### src/rtl/instruction_issuer_pkg.sv
// Shared constants for the instruction issuer and the decoder that consumes its words.
package instruction_issuer_pkg;
    localparam int ADDR_W     = 13;
    localparam int INSTR_W    = 16;
    localparam int FIFO_DEPTH = 4;
    localparam int FIFO_PTR_W = 2;
    localparam int FIFO_CNT_W = 3;

    localparam logic [2:0] OP_LOAD_ADDR   = 3'b000;
    localparam logic [2:0] OP_LOAD_WEIGHT = 3'b001;
    localparam logic [2:0] OP_HALT        = 3'b111;

    function automatic logic is_legal_op(input logic [2:0] op);
        return (op == OP_LOAD_ADDR) || (op == OP_LOAD_WEIGHT) || (op == OP_HALT);
    endfunction
endpackage

### src/rtl/instruction_issuer_fifo.sv
// instr_fifo: 4-entry instruction FIFO; push and pop may coincide even when full.
module instr_fifo
    import instruction_issuer_pkg::*;
(
    input  logic                  clk,
    input  logic                  reset,
    input  logic                  push,
    input  logic [INSTR_W-1:0]    push_data,
    input  logic                  pop,
    output logic [INSTR_W-1:0]    pop_data,
    output logic                  full,
    output logic                  empty,
    output logic [FIFO_CNT_W-1:0] count
);
    logic [INSTR_W-1:0]    mem [FIFO_DEPTH];
    logic [FIFO_PTR_W-1:0] wr_ptr;
    logic [FIFO_PTR_W-1:0] rd_ptr;
    logic                  do_push;
    logic                  do_pop;

    assign full     = (count == FIFO_CNT_W'(FIFO_DEPTH));
    assign empty    = (count == '0);
    assign do_pop   = pop && !empty;
    // A push into a full FIFO lands in the slot the simultaneous pop is vacating.
    assign do_push  = push && (!full || do_pop);
    assign pop_data = mem[rd_ptr];

    always_ff @(posedge clk or negedge reset) begin
        if (!reset) begin
            for (int i = 0; i < FIFO_DEPTH; i++) mem[i] <= '0;
            wr_ptr <= '0;
            rd_ptr <= '0;
            count  <= '0;
        end else begin
            if (do_push) begin
                mem[wr_ptr] <= push_data;
                wr_ptr      <= wr_ptr + 1'b1;
            end
            if (do_pop) rd_ptr <= rd_ptr + 1'b1;
            case ({do_push, do_pop})
                2'b10:   count <= count + 1'b1;
                2'b01:   count <= count - 1'b1;
                default: count <= count;
            endcase
        end
    end
endmodule

### src/rtl/instruction_issuer.sv
// Fetches a program from instruction memory and streams it to the decoder.
// Optional opcode checking (illegal_op port) is enabled by ISSUER_OPCODE_CHECK_EN.
module instruction_issuer
    import instruction_issuer_pkg::*;
(
    input  logic               clk,
    input  logic               reset,
    input  logic               start,
    input  logic [ADDR_W-1:0]  prog_base,
    input  logic [ADDR_W-1:0]  prog_len,
    output logic               imem_req,
    output logic [ADDR_W-1:0]  imem_addr,
    input  logic [INSTR_W-1:0] imem_rdata,
    input  logic               imem_rvalid,
    output logic [INSTR_W-1:0] instruction,
    output logic               instr_valid,
    input  logic               instr_ready,
    output logic               busy,
    output logic               done,
`ifdef ISSUER_OPCODE_CHECK_EN
    output logic               illegal_op,
`endif
    output logic [1:0]         fsm_state
);
    localparam logic [1:0] S_IDLE  = 2'd0;
    localparam logic [1:0] S_FETCH = 2'd1;
    localparam logic [1:0] S_DRAIN = 2'd2;
    localparam logic [1:0] S_DONE  = 2'd3;

    logic [1:0]            state;
    logic [ADDR_W-1:0]     base_q;
    logic [ADDR_W-1:0]     len_q;
    logic [ADDR_W-1:0]     fetch_cnt;
    logic                  outstanding;
    logic                  rsp;
    logic                  rsp_bad;
    logic                  rsp_halt;
    logic                  pop;
    logic                  fifo_full;
    logic                  fifo_empty;
    logic [FIFO_CNT_W-1:0] fifo_count;

    // Handshake: a word moves to the decoder in any cycle where instr_valid and
    // instr_ready are both 1; instruction is held unchanged until that happens.
    assign rsp      = imem_rvalid && outstanding;
    assign rsp_halt = rsp && (imem_rdata[15:13] == OP_HALT);
`ifdef ISSUER_OPCODE_CHECK_EN
    assign rsp_bad  = rsp && !is_legal_op(imem_rdata[15:13]);
`else
    assign rsp_bad  = 1'b0;
`endif
    assign pop         = instr_valid && instr_ready;
    assign instr_valid = !fifo_empty;
    assign imem_req    = (state == S_FETCH) && !outstanding && (fetch_cnt < len_q)
                         && ((fifo_count + {2'b00, outstanding}) < FIFO_CNT_W'(FIFO_DEPTH));
    assign imem_addr   = imem_req ? (base_q + fetch_cnt) : '0;
    assign busy        = (state != S_IDLE);
    assign done        = (state == S_DONE);
    assign fsm_state   = state;

    instr_fifo u_fifo (
        .clk       (clk),
        .reset     (reset),
        .push      (rsp && !rsp_bad),
        .push_data (imem_rdata),
        .pop       (pop),
        .pop_data  (instruction),
        .full      (fifo_full),
        .empty     (fifo_empty),
        .count     (fifo_count)
    );

    always_ff @(posedge clk or negedge reset) begin
        if (!reset) begin
            state       <= S_IDLE;
            base_q      <= '0;
            len_q       <= '0;
            fetch_cnt   <= '0;
            outstanding <= 1'b0;
        end else begin
            if (imem_req) begin
                outstanding <= 1'b1;
                fetch_cnt   <= fetch_cnt + 1'b1;
            end else if (rsp) begin
                outstanding <= 1'b0;
            end
            case (state)
                S_IDLE: if (start) begin
                    base_q    <= prog_base;
                    len_q     <= prog_len;
                    fetch_cnt <= '0;
                    state     <= (prog_len == '0) ? S_DONE : S_FETCH;
                end
                S_FETCH: if (rsp_halt || rsp_bad || (fetch_cnt == len_q)) state <= S_DRAIN;
                S_DRAIN: if (fifo_empty && !outstanding) state <= S_DONE;
                default: state <= S_IDLE;
            endcase
        end
    end

`ifdef ISSUER_OPCODE_CHECK_EN
    always_ff @(posedge clk or negedge reset) begin
        if (!reset)                         illegal_op <= 1'b0;
        else if (state == S_IDLE && start)  illegal_op <= 1'b0;
        else if (rsp_bad)                   illegal_op <= 1'b1;
    end
`endif
endmodule

### config.mk
export PLATFORM = sky130hd
export DESIGN_NAME = instruction_issuer
export DESIGN_NICKNAME = d
export VERILOG_FILES = /design/src/rtl/instruction_issuer_pkg.sv /design/src/rtl/instruction_issuer_fifo.sv /design/src/rtl/instruction_issuer.sv
export SDC_FILE = /design/constraint.sdc
export NUM_CORES = 1
export LEC_CHECK = 0
export BUFFER_PORTS_ARGS = -buffer_cell sky130_fd_sc_hd__buf_2
export CAP_MARGIN = 20
export CORE_MARGIN = 2
export CORE_UTILIZATION = 53
export DETAILED_ROUTE_END_ITERATION = 8
export MAX_ROUTING_LAYER = met4
export PLACE_DENSITY = 0.78
export RECOVER_POWER = 50
export SYNTH_ARGS = -nofsm -noshare
export SYNTH_HDL_FRONTEND = slang
export SYNTH_SLANG_ARGS = --single-unit
### constraint.sdc
create_clock -name clk -period 2.4 [get_ports clk]
set_clock_uncertainty 0.2 [all_clocks]
set_input_delay 0.12 -clock clk [delete_from_list [all_inputs] [get_ports clk]]
set_output_delay 0.12 -clock clk [all_outputs]
set_load 0.1 [all_outputs]
After elaboration in Yosys (flattened, before gate mapping)
Cells that the tools add are included.
- register bits: 113
- bits of input ports: 47
- output and inout bits: 35
- add/subtract/negate cells: 7
- $lt $le $gt $ge: 5
- equal/unequal tests: 11
- muxes and demuxes: 18
- bitwise operators: 2
- reduce and logical (&&, ||, !) cells: 23
- operators with widths (operator ; number):
    64-bit bitwise mux ; 1
    13-bit 2-to-1 mux ; 4
    16-bit 2-to-1 mux ; 3
    16-bit binary-select mux with 2-bit select ; 1
    16-bit demux with 2-bit select ; 1
    13-bit by 1-bit adder with 13-bit output (second input constant) ; 1
    13-bit adder ; 1
    13-bit equality test ; 1
    13-bit logical NOT ; 1
    13-bit less-than comparator ; 1
    1-bit logical AND ; 10
    2-bit 2-to-1 mux ; 4
    2-bit equality test (second input constant) ; 3
    3-bit equality test (second input constant) ; 2
    3-bit greater-or-equal comparator (second input constant) ; 2
    2-bit NOT with 3-bit output ; 2
    2-bit one-hot mux with 3 select lines ; 1
    3-bit one-hot mux with 2 select lines ; 1
    2-bit nonzero test ; 3
    2-bit by 1-bit adder with 2-bit output (second input constant) ; 2
    2-bit by 1-bit equality test with 1-bit output (second input constant) ; 2
    2-bit inequality test (second input constant) ; 2
    3-bit by 1-bit adder with 3-bit output ; 1
    3-bit by 1-bit adder with 3-bit output (second input constant) ; 1
    other kinds (11) ; 15

Logic depth before layout (Yosys ltp)
Gate-level depths: netlist of the first run.
- depth in word-level cells: 8
- depth in mapped cells: 9

Modules after synthesis
A second synthesis of the first run with hierarchy kept.
- cells, all modules: 546
- area total of the unflattened synthesis: 6163.4 um^2
- by module, submodules not included (module ; times used ; cells each ; area each (um^2) ; seq. area each (um^2)):
    instr_fifo ; 1 ; 193 ; 3193.1 ; 1776.7
    instruction_issuer ; 1 ; 353 ; 2970.3 ; 1051.0

Worst setup path after synthesis of the first run
Ideal clock, no wire load.
- kind: flip-flop to output port
- from: register state[0], in the netlist fsm_state[0]
- to: output port imem_addr[10]
- data arrival time: 4904 ps
- required time: 2080 ps
- setup slack: -2824 ps
- stages on the path, launching flop included: 7
- cell sequence: dfrtp_1 -> ha_1 -> nor4b_2 -> o21a_2 -> o21a_1 -> nand2_1 -> nor4_1
- word-level cells in the longest chain between the ends: 5
- ends and longest elaborated chain (element ; line ; RTL):
    from (decl) ; instruction_issuer.sv:30 ; logic [1:0] state;
    from (signal assigned) ; instruction_issuer.sv:92 ; state <= (prog_len == '0) ? S_DONE : S_FETCH;
    2-bit by 1-bit equality test with 1-bit output ; instruction_issuer.sv:54 ; assign imem_req = (state == S_FETCH) && !outstanding && (fetch_cnt < len_q)
    1-bit logical AND (2 in a row) ; instruction_issuer.sv:54 ;
    1-bit logical AND ; instruction_issuer.sv:55 ; && ((fifo_count + {2'b00, outstanding}) < FIFO_CNT_W'(FIFO_DEPTH));
    13-bit 2-to-1 mux ; instruction_issuer.sv:56 ; assign imem_addr = imem_req ? (base_q + fetch_cnt) : '0;
    to (decl) ; instruction_issuer.sv:12 ; output logic [ADDR_W-1:0] imem_addr,
No other way between the ends.

Worst setup path after layout of the first run
- from: register base_q[5]
- to: output port imem_addr[12]
- word-level cells in the longest chain between the ends: 2
- ends and longest elaborated chain (element ; line ; RTL):
    from (decl) ; instruction_issuer.sv:31 ; logic [ADDR_W-1:0] base_q;
    from (signal assigned) ; instruction_issuer.sv:89 ; base_q <= prog_base;
    13-bit adder ; instruction_issuer.sv:56 ;
    13-bit 2-to-1 mux ; instruction_issuer.sv:56 ;
No other way between the ends.

==> run metrics, run 1 <==
Int Pwr 0.007055 W; ant diodes 0; Worst-path clk slew 50 ps; Fin. Hold Viols 0; r2r setup slk -150 ps; Port Buffers 81; CP max-delay cell or4_4; clk_lat worst skew 410 ps; clock share of power 0.196; gr ovfl total 0; root buffer cell clkbuf_16; FF-to-FF End fetch_cnt[12]$_DFF_PN0_; TritonCTS clock tree yes; Met2 Wirelength 10570 um; Post-Syn Instances 549; initial antenna violation count 0; worst r2r src fetch_cnt[1]$_DFF_PN0_; Slew Limit Fails 0; #FFs+latches synth 113; Peak Freq 336.6 MHz; DRC violations left 0; Initial DRC Count 511; vias in the first global route 5631; synth unique cells 56; drt pass-1 iters 5; Synth Flop Type dfrtp_1; endpoints failing setup 27; Async SR Flop Fraction 1.000; Max-slew headroom 0.02005; wire length on met1 7229 um; worst setup margin -570.7 ps; Final period util 1.238; switch share 0.4741; Sw Pwr 0.006360 W; initial core utilization 0.5420; status finished with violations; worst-margin pin slew 1470 ps; Worst VDD drop 1.826 mV; post-synth design cell area 0.006162 mm2; area grow syn2layout 49.85%; HPWL after DPL 10440 um; pin count of the biggest net entering global routing 42; Core Rows 39; Yosys warning total 0; Logic pwr share 0.557; Syn Area/Cell 11.22 um2; GRT Total Usage 0.2956; Met3 Wirelength 1025 um; CP peak stage delay 540 ps; Post-Place Worst Slack -188.5 ps; Setup crit end kind output port; core area 0.01137 mm2; Worst setup SP type register; io pins 82; R2R depth 9; Min Hold Slack 30.88 ps; Max FO, Critical Path 3; sequential fraction of the synthesis area 0.4589; Seq pwr share 0.247; Syn Nets 634; routed wire length 19660 um; Tmin final 2971 ps; DR top layer met4; Worst Path Required 2080 ps; cell taking the most area after synthesis dfrtp_1; Setup Crit Path Kind reg -> out; top cells by area, synth dfrtp_1 (46%), mux2_2 (12%), ha_1 (7.3%); GPL Wtd Cong 0.8691; die area 0.01250 mm2; Data arrival, critical path 2650 ps; hold crit path type in -> reg; crit-path cells ha_1, or2_1, a21oi_1, a21oi_2, or4_4, a31oi_4, buf_12; share of cells above drive strength 1 0.4667; min-delay src start; first-pass GRT wire length 28320 um; CTS Sinks 113; share of the synthesized area in the top cell type 0.4589; RSZ-0062 raised after global routing yes; end of the worst hold path len_q[11]$_DFFE_PN0P_; max_cap viols 0; routed vias 5554; CTS Buffer Depth 2; Power Dens Cells 1453 mW/mm2; CTS buffer count 17; fill count 572; Post-synth EDFFs 0; failing checks negative setup slack; die extent in x 111.8 um; Detail Route Antenna Nets 0; Final nets 838; DIE HEIGHT 111.8 um; Avg WL per Cell 21.66 um; Leak Pwr 4.169 nW; CTS HTree Levels 4; Avg Vias per Cell 6.117; Hold Crit Depth 4
[worst max-delay path: cells and delay by family, from the launching register on]
kind	cells	cell delay [ps]
buffers and inverters	1	190
AOI/OAI and AO/OA	3	570
adders and majority gates	1	320
and+or+nand+nor	2	760
DFF	1	390
[worst max path at each step]
| stage | start | end | slack, ps | cells past startpoint |
|---|---|---|---|---|
| 4_1_cts | base_q[0]$_DFFE_PN0P_ | imem_addr[12] | -500 | 9 |
| 3_3_place_gp | base_q[0]$_DFFE_PN0P_ | imem_addr[12] | -170 | 9 |
| 5_1_grt | base_q[5]$_DFFE_PN0P_ | imem_addr[12] | -660 | 7 |
| 3_5_place_dp | base_q[0]$_DFFE_PN0P_ | imem_addr[12] | -190 | 9 |
| 6_report | base_q[5]$_DFFE_PN0P_ | imem_addr[12] | -570 | 7 |
| 2_1_floorplan | fetch_cnt[0]$_DFF_PN0_ | imem_addr[10] | -640 | 8 |
[registers in the layout, summed over array words and instances, names as in the netlist]
register	count
u_fifo.mem	64
base_q	13
fetch_cnt	13
len_q	13
u_fifo.count	3
fsm_state	2
u_fifo.rd_ptr	2
u_fifo.wr_ptr	2
outstanding	1
[cells in the final DEF, fill, tap and decap left out, types with 12 or more instances in the layout]
master	instances
inv_1	26
nand2_1	68
ha_1	28
nand3_1	12
o21ai_0	20
dfrtp_1	104
dlygate4sd3_1	46
clkbuf_16	18
buf_12	18
mux2_2	64
buf_2	66
buf_4	62
mux4_2	16
[cell type report]
type,count,area [um2],share of cell area
tap,143,178.9,0.01938
sequential,113,2844,0.3080
clock buffer,23,488.0,0.05285
clock inverter,8,127.6,0.01382
timing repair buffer,209,1787,0.1935
inverter,32,127.6,0.01382
multi-input combinational,380,3681,0.3986
[metal layers]
| metal | up-vias | global-route usage |
|---|---|---|
| met1 | 2785 | 0.3369 |
| met2 | 271 | 0.5107 |
| li1 | 2427 | - |
| met3 | 71 | 0.06260 |
| met5 | - | - |
| met4 | 0 | 0.1152 |
[repair_timing]
| item | CTS | global route |
|---|---|---|
| pin swaps | 8 | 13 |
| hold buffers | 46 | 0 |
| hold endpoints to repair | 207 | 0 |
| cloned | 0 | 1 |
| resized for setup | 38 | 58 |
| endpoints found under the setup margin | 17 | 27 |
| buffers inserted | 9 | 12 |
[cells in the mapped netlist (3+ instances only)]
| master | count |
|---|---|
| a21oi_1 | 16 |
| a31oi_1 | 4 |
| o211ai_1 | 3 |
| xor2_1 | 4 |
| mux4_2 | 16 |
| inv_1 | 32 |
| clkbuf_1 | 14 |
| a211oi_1 | 4 |
| nand4_1 | 10 |
| nor4_1 | 3 |
| nand2_1 | 71 |
| buf_2 | 4 |
| o311ai_0 | 6 |
| nor2_1 | 17 |
| nor3_1 | 9 |
| and4_1 | 4 |
| nor2b_1 | 3 |
| dfrtp_1 | 113 |
| xnor2_1 | 7 |
| ha_1 | 36 |
| o21a_1 | 5 |
| o21ai_0 | 23 |
| o31ai_1 | 5 |
| buf_4 | 4 |
| and3_1 | 7 |
| nand3_1 | 13 |
| or4_1 | 6 |
| nand2b_1 | 7 |
| o41ai_1 | 6 |
| mux2_2 | 66 |
[kinds of logic (layout without fill, tap and decap cells)]
family / count (synthesis) / after routing / share of synthesized area
muxes: 84 / 84 / 0.1823
xor gates and xnor gates: 11 / 11 / 0.01563
DFF: 113 / 113 / 0.4589
AOI/OAI and AO/OA: 87 / 87 / 0.09706
adders and majority gates: 38 / 38 / 0.07959
and+or+nand+nor: 160 / 160 / 0.1279
buffers and inverters: 56 / 272 / 0.03858
[through the flow]
stage,std cells,area (um2),utilization,setup TNS (ps),power [W]
final,908,9234,0.8121,-6510,0.01342
after global routing,908,9234,0.8121,-8437,0.01394
after CTS,896,8872,0.7803,-4791,0.01298
after detailed placement,810,7546,0.6637,-542.3,0.009994
after global placement,810,7546,0.6637,-273.6,0.009739
after floorplan,549,6379,-,-3930,0.008442
[power groups by stage]
stage          Clock [W]  Combinational, W  Sequential (W)
2_1_floorplan          0           0.00522         0.00322
6_report         0.00263           0.00747         0.00331
5_1_grt          0.00274           0.00782         0.00338
3_5_place_dp           0           0.00674         0.00326
4_1_cts          0.00262           0.00711         0.00325
3_3_place_gp           0           0.00657         0.00317
Power figures use the tool's default switching activity.
==> run 2, diff against run 1 <==
--- a/config.mk
+++ b/config.mk
@@ -10,7 +10,6 @@
 export CORE_MARGIN = 2
 export CORE_UTILIZATION = 53
 export DETAILED_ROUTE_END_ITERATION = 8
-export MAX_ROUTING_LAYER = met4
 export PLACE_DENSITY = 0.78
 export RECOVER_POWER = 50
 export SYNTH_ARGS = -nofsm -noshare
==> run metrics, run 2 (synthesized netlist as in run 1, its figures left out) <==
status finished with violations; failing checks negative setup slack; CTS HTree Levels 4; Avg Vias per Cell 6.005; Biggest register u_fifo.mem; drt pass-1 iters 5; share of cells above drive strength 1 0.4643; GRT Total Usage 0.2953; endpoints failing setup 24; root buffer cell clkbuf_16; routed vias 5489; Avg WL per Cell 21.27 um; DR top layer met4; DP Cell Count 812; Worst VDD drop 1.883 mV; Max FO, Critical Path 5; r2r setup slk -140 ps; TritonCTS clock tree yes; worst setup margin -567.4 ps; Peak Freq 337.0 MHz; worst-margin pin slew 938.9 ps; HPWL after DPL 10610 um; vias in the first global route 5931; Met2 Wirelength 10320 um; Leak Pwr 4.175 nW; Fin. Hold Viols 0; Initial DRC Count 458; area grow syn2layout 50.76%; Met3 Wirelength 1028 um; CTS Sinks 113; GPL Wtd Cong 0.8584; die extent in x 111.8 um; Setup Crit Path Kind reg -> out; initial core utilization 0.5420; max reg flops 64; die area 0.01250 mm2; CP max-delay cell dfrtp_2; Register Area 0.002841 mm2; Core Rows 39; core area 0.01137 mm2; Final period util 1.236; Data arrival, critical path 2650 ps; Power Dens Cells 1469 mW/mm2; pin count of the biggest net entering global routing 40; DRC violations left 0; Worst-path clk slew 60 ps; Worst setup SP type register; max_cap viols 0; hold crit path type in -> async; Crit path top cell by count buf_12; RSZ-0062 raised after global routing yes; Worst Path Required 2080 ps; clk_lat worst skew 420 ps; Final nets 843; Tmin final 2967 ps; ant diodes 0; crit-path cells ha_4, nand4_1, nor2_4, o31ai_4, nand2_8, buf_6, buf_12, nor3_4, buf_12; gr ovfl total 0; CP Buf/Inv Count 3; fill count 563; Slew Limit Fails 0; CTS Buffer Depth 2; Crit path max-delay family simple AND/OR/NAND/NOR gates; Port Buffers 81; CTS buffer count 17; CP peak stage delay 470 ps; area of the multi-input gates 0.003717 mm2; Detail Route Antenna Nets 0; Min Hold Slack 211.6 ps; commonest cells after routing, fill and taps aside dfrtp_1 (106), nand2_1 (68), buf_2 (67); io pins 82; wire length on met1 7206 um; DIE HEIGHT 111.8 um; Max-slew headroom 0.3726; Layout Cells excl Fill 914; commonest non-fill, non-tap cell in the layout dfrtp_1; initial antenna violation count 0; Post-Place Worst Slack -201.4 ps; Setup crit end kind output port; routed wire length 19440 um; first-pass GRT wire length 29130 um
[run 2: power breakdown]
part           total (W)  internal [W]  leakage [nW]  switching (W)
Clock            0.00271       0.00177         0.297       0.000939
Sequential       0.00332       0.00276          1.40       0.000558
Combinational    0.00762       0.00264          2.48        0.00498
[run 2: worst register-to-register path, stage by stage (launching register included)]
cell and delay [ps]:
dfrtp_2 470, ha_4 330, nand4_1 210, nor2_4 230
o31ai_4 140, nand2_8 100, buf_6 110, buf_6 90
clkinvlp_4 80, buf_6 130, buf_6 110, a31o_4 230
[run 2: timing repair]
action                                 4_1_cts  5_1_grt
setup endpoints to repair                   25       28
buffers inserted                            18       12
resized for setup                           49       43
pin swaps                                   18       23
endpoints found under the hold margin      206        0
cloned                                       1        0
hold buffers                                48        0
[run 2: path summary, 6_finish.rpt]
kind,start,endpoint,depth (start not counted)
min in group clk,prog_base[0],base_q[0]$_DFFE_PN0P_,4
max reg2reg,fetch_cnt[3]$_DFF_PN0_,fetch_cnt[2]$_DFF_PN0_,11
min,reset,u_fifo.mem[53]$_DFFE_PN0P_,2
max in group asynchronous,reset,fetch_cnt[9]$_DFF_PN0_,3
min reg2reg,base_q[6]$_DFFE_PN0P_,base_q[6]$_DFFE_PN0P_,2
max,fetch_cnt[3]$_DFF_PN0_,imem_addr[11],9
[run 2: cell type report]
cell class	instances	area share
multi-input combinational	381	0.4001
timing repair buffer	213	0.1933
clock buffer	20	0.04808
clock inverter	12	0.01966
inverter	32	0.01374
tap	143	0.01926
sequential	113	0.3059
[run 2: per-stage QoR]
step	util	setup TNS, ps	instance area, um2	power [W]
after floorplan	-	-3930	6379	0.008442
after global placement	0.6650	-222.1	7561	0.009749
after detailed placement	0.6650	-1073	7561	0.01005
after CTS	0.7909	-5755	8992	0.01323
after global routing	0.8171	-8925	9290	0.01416
final	0.8171	-7186	9290	0.01365
[run 2: routing by layer]
layer / vias up / GRT usage
li1: 2428 / -
met1: 2712 / 0.3350
met2: 260 / 0.5281
met3: 89 / 0.07186
met4: 0 / 0.1309
met5: - / 0
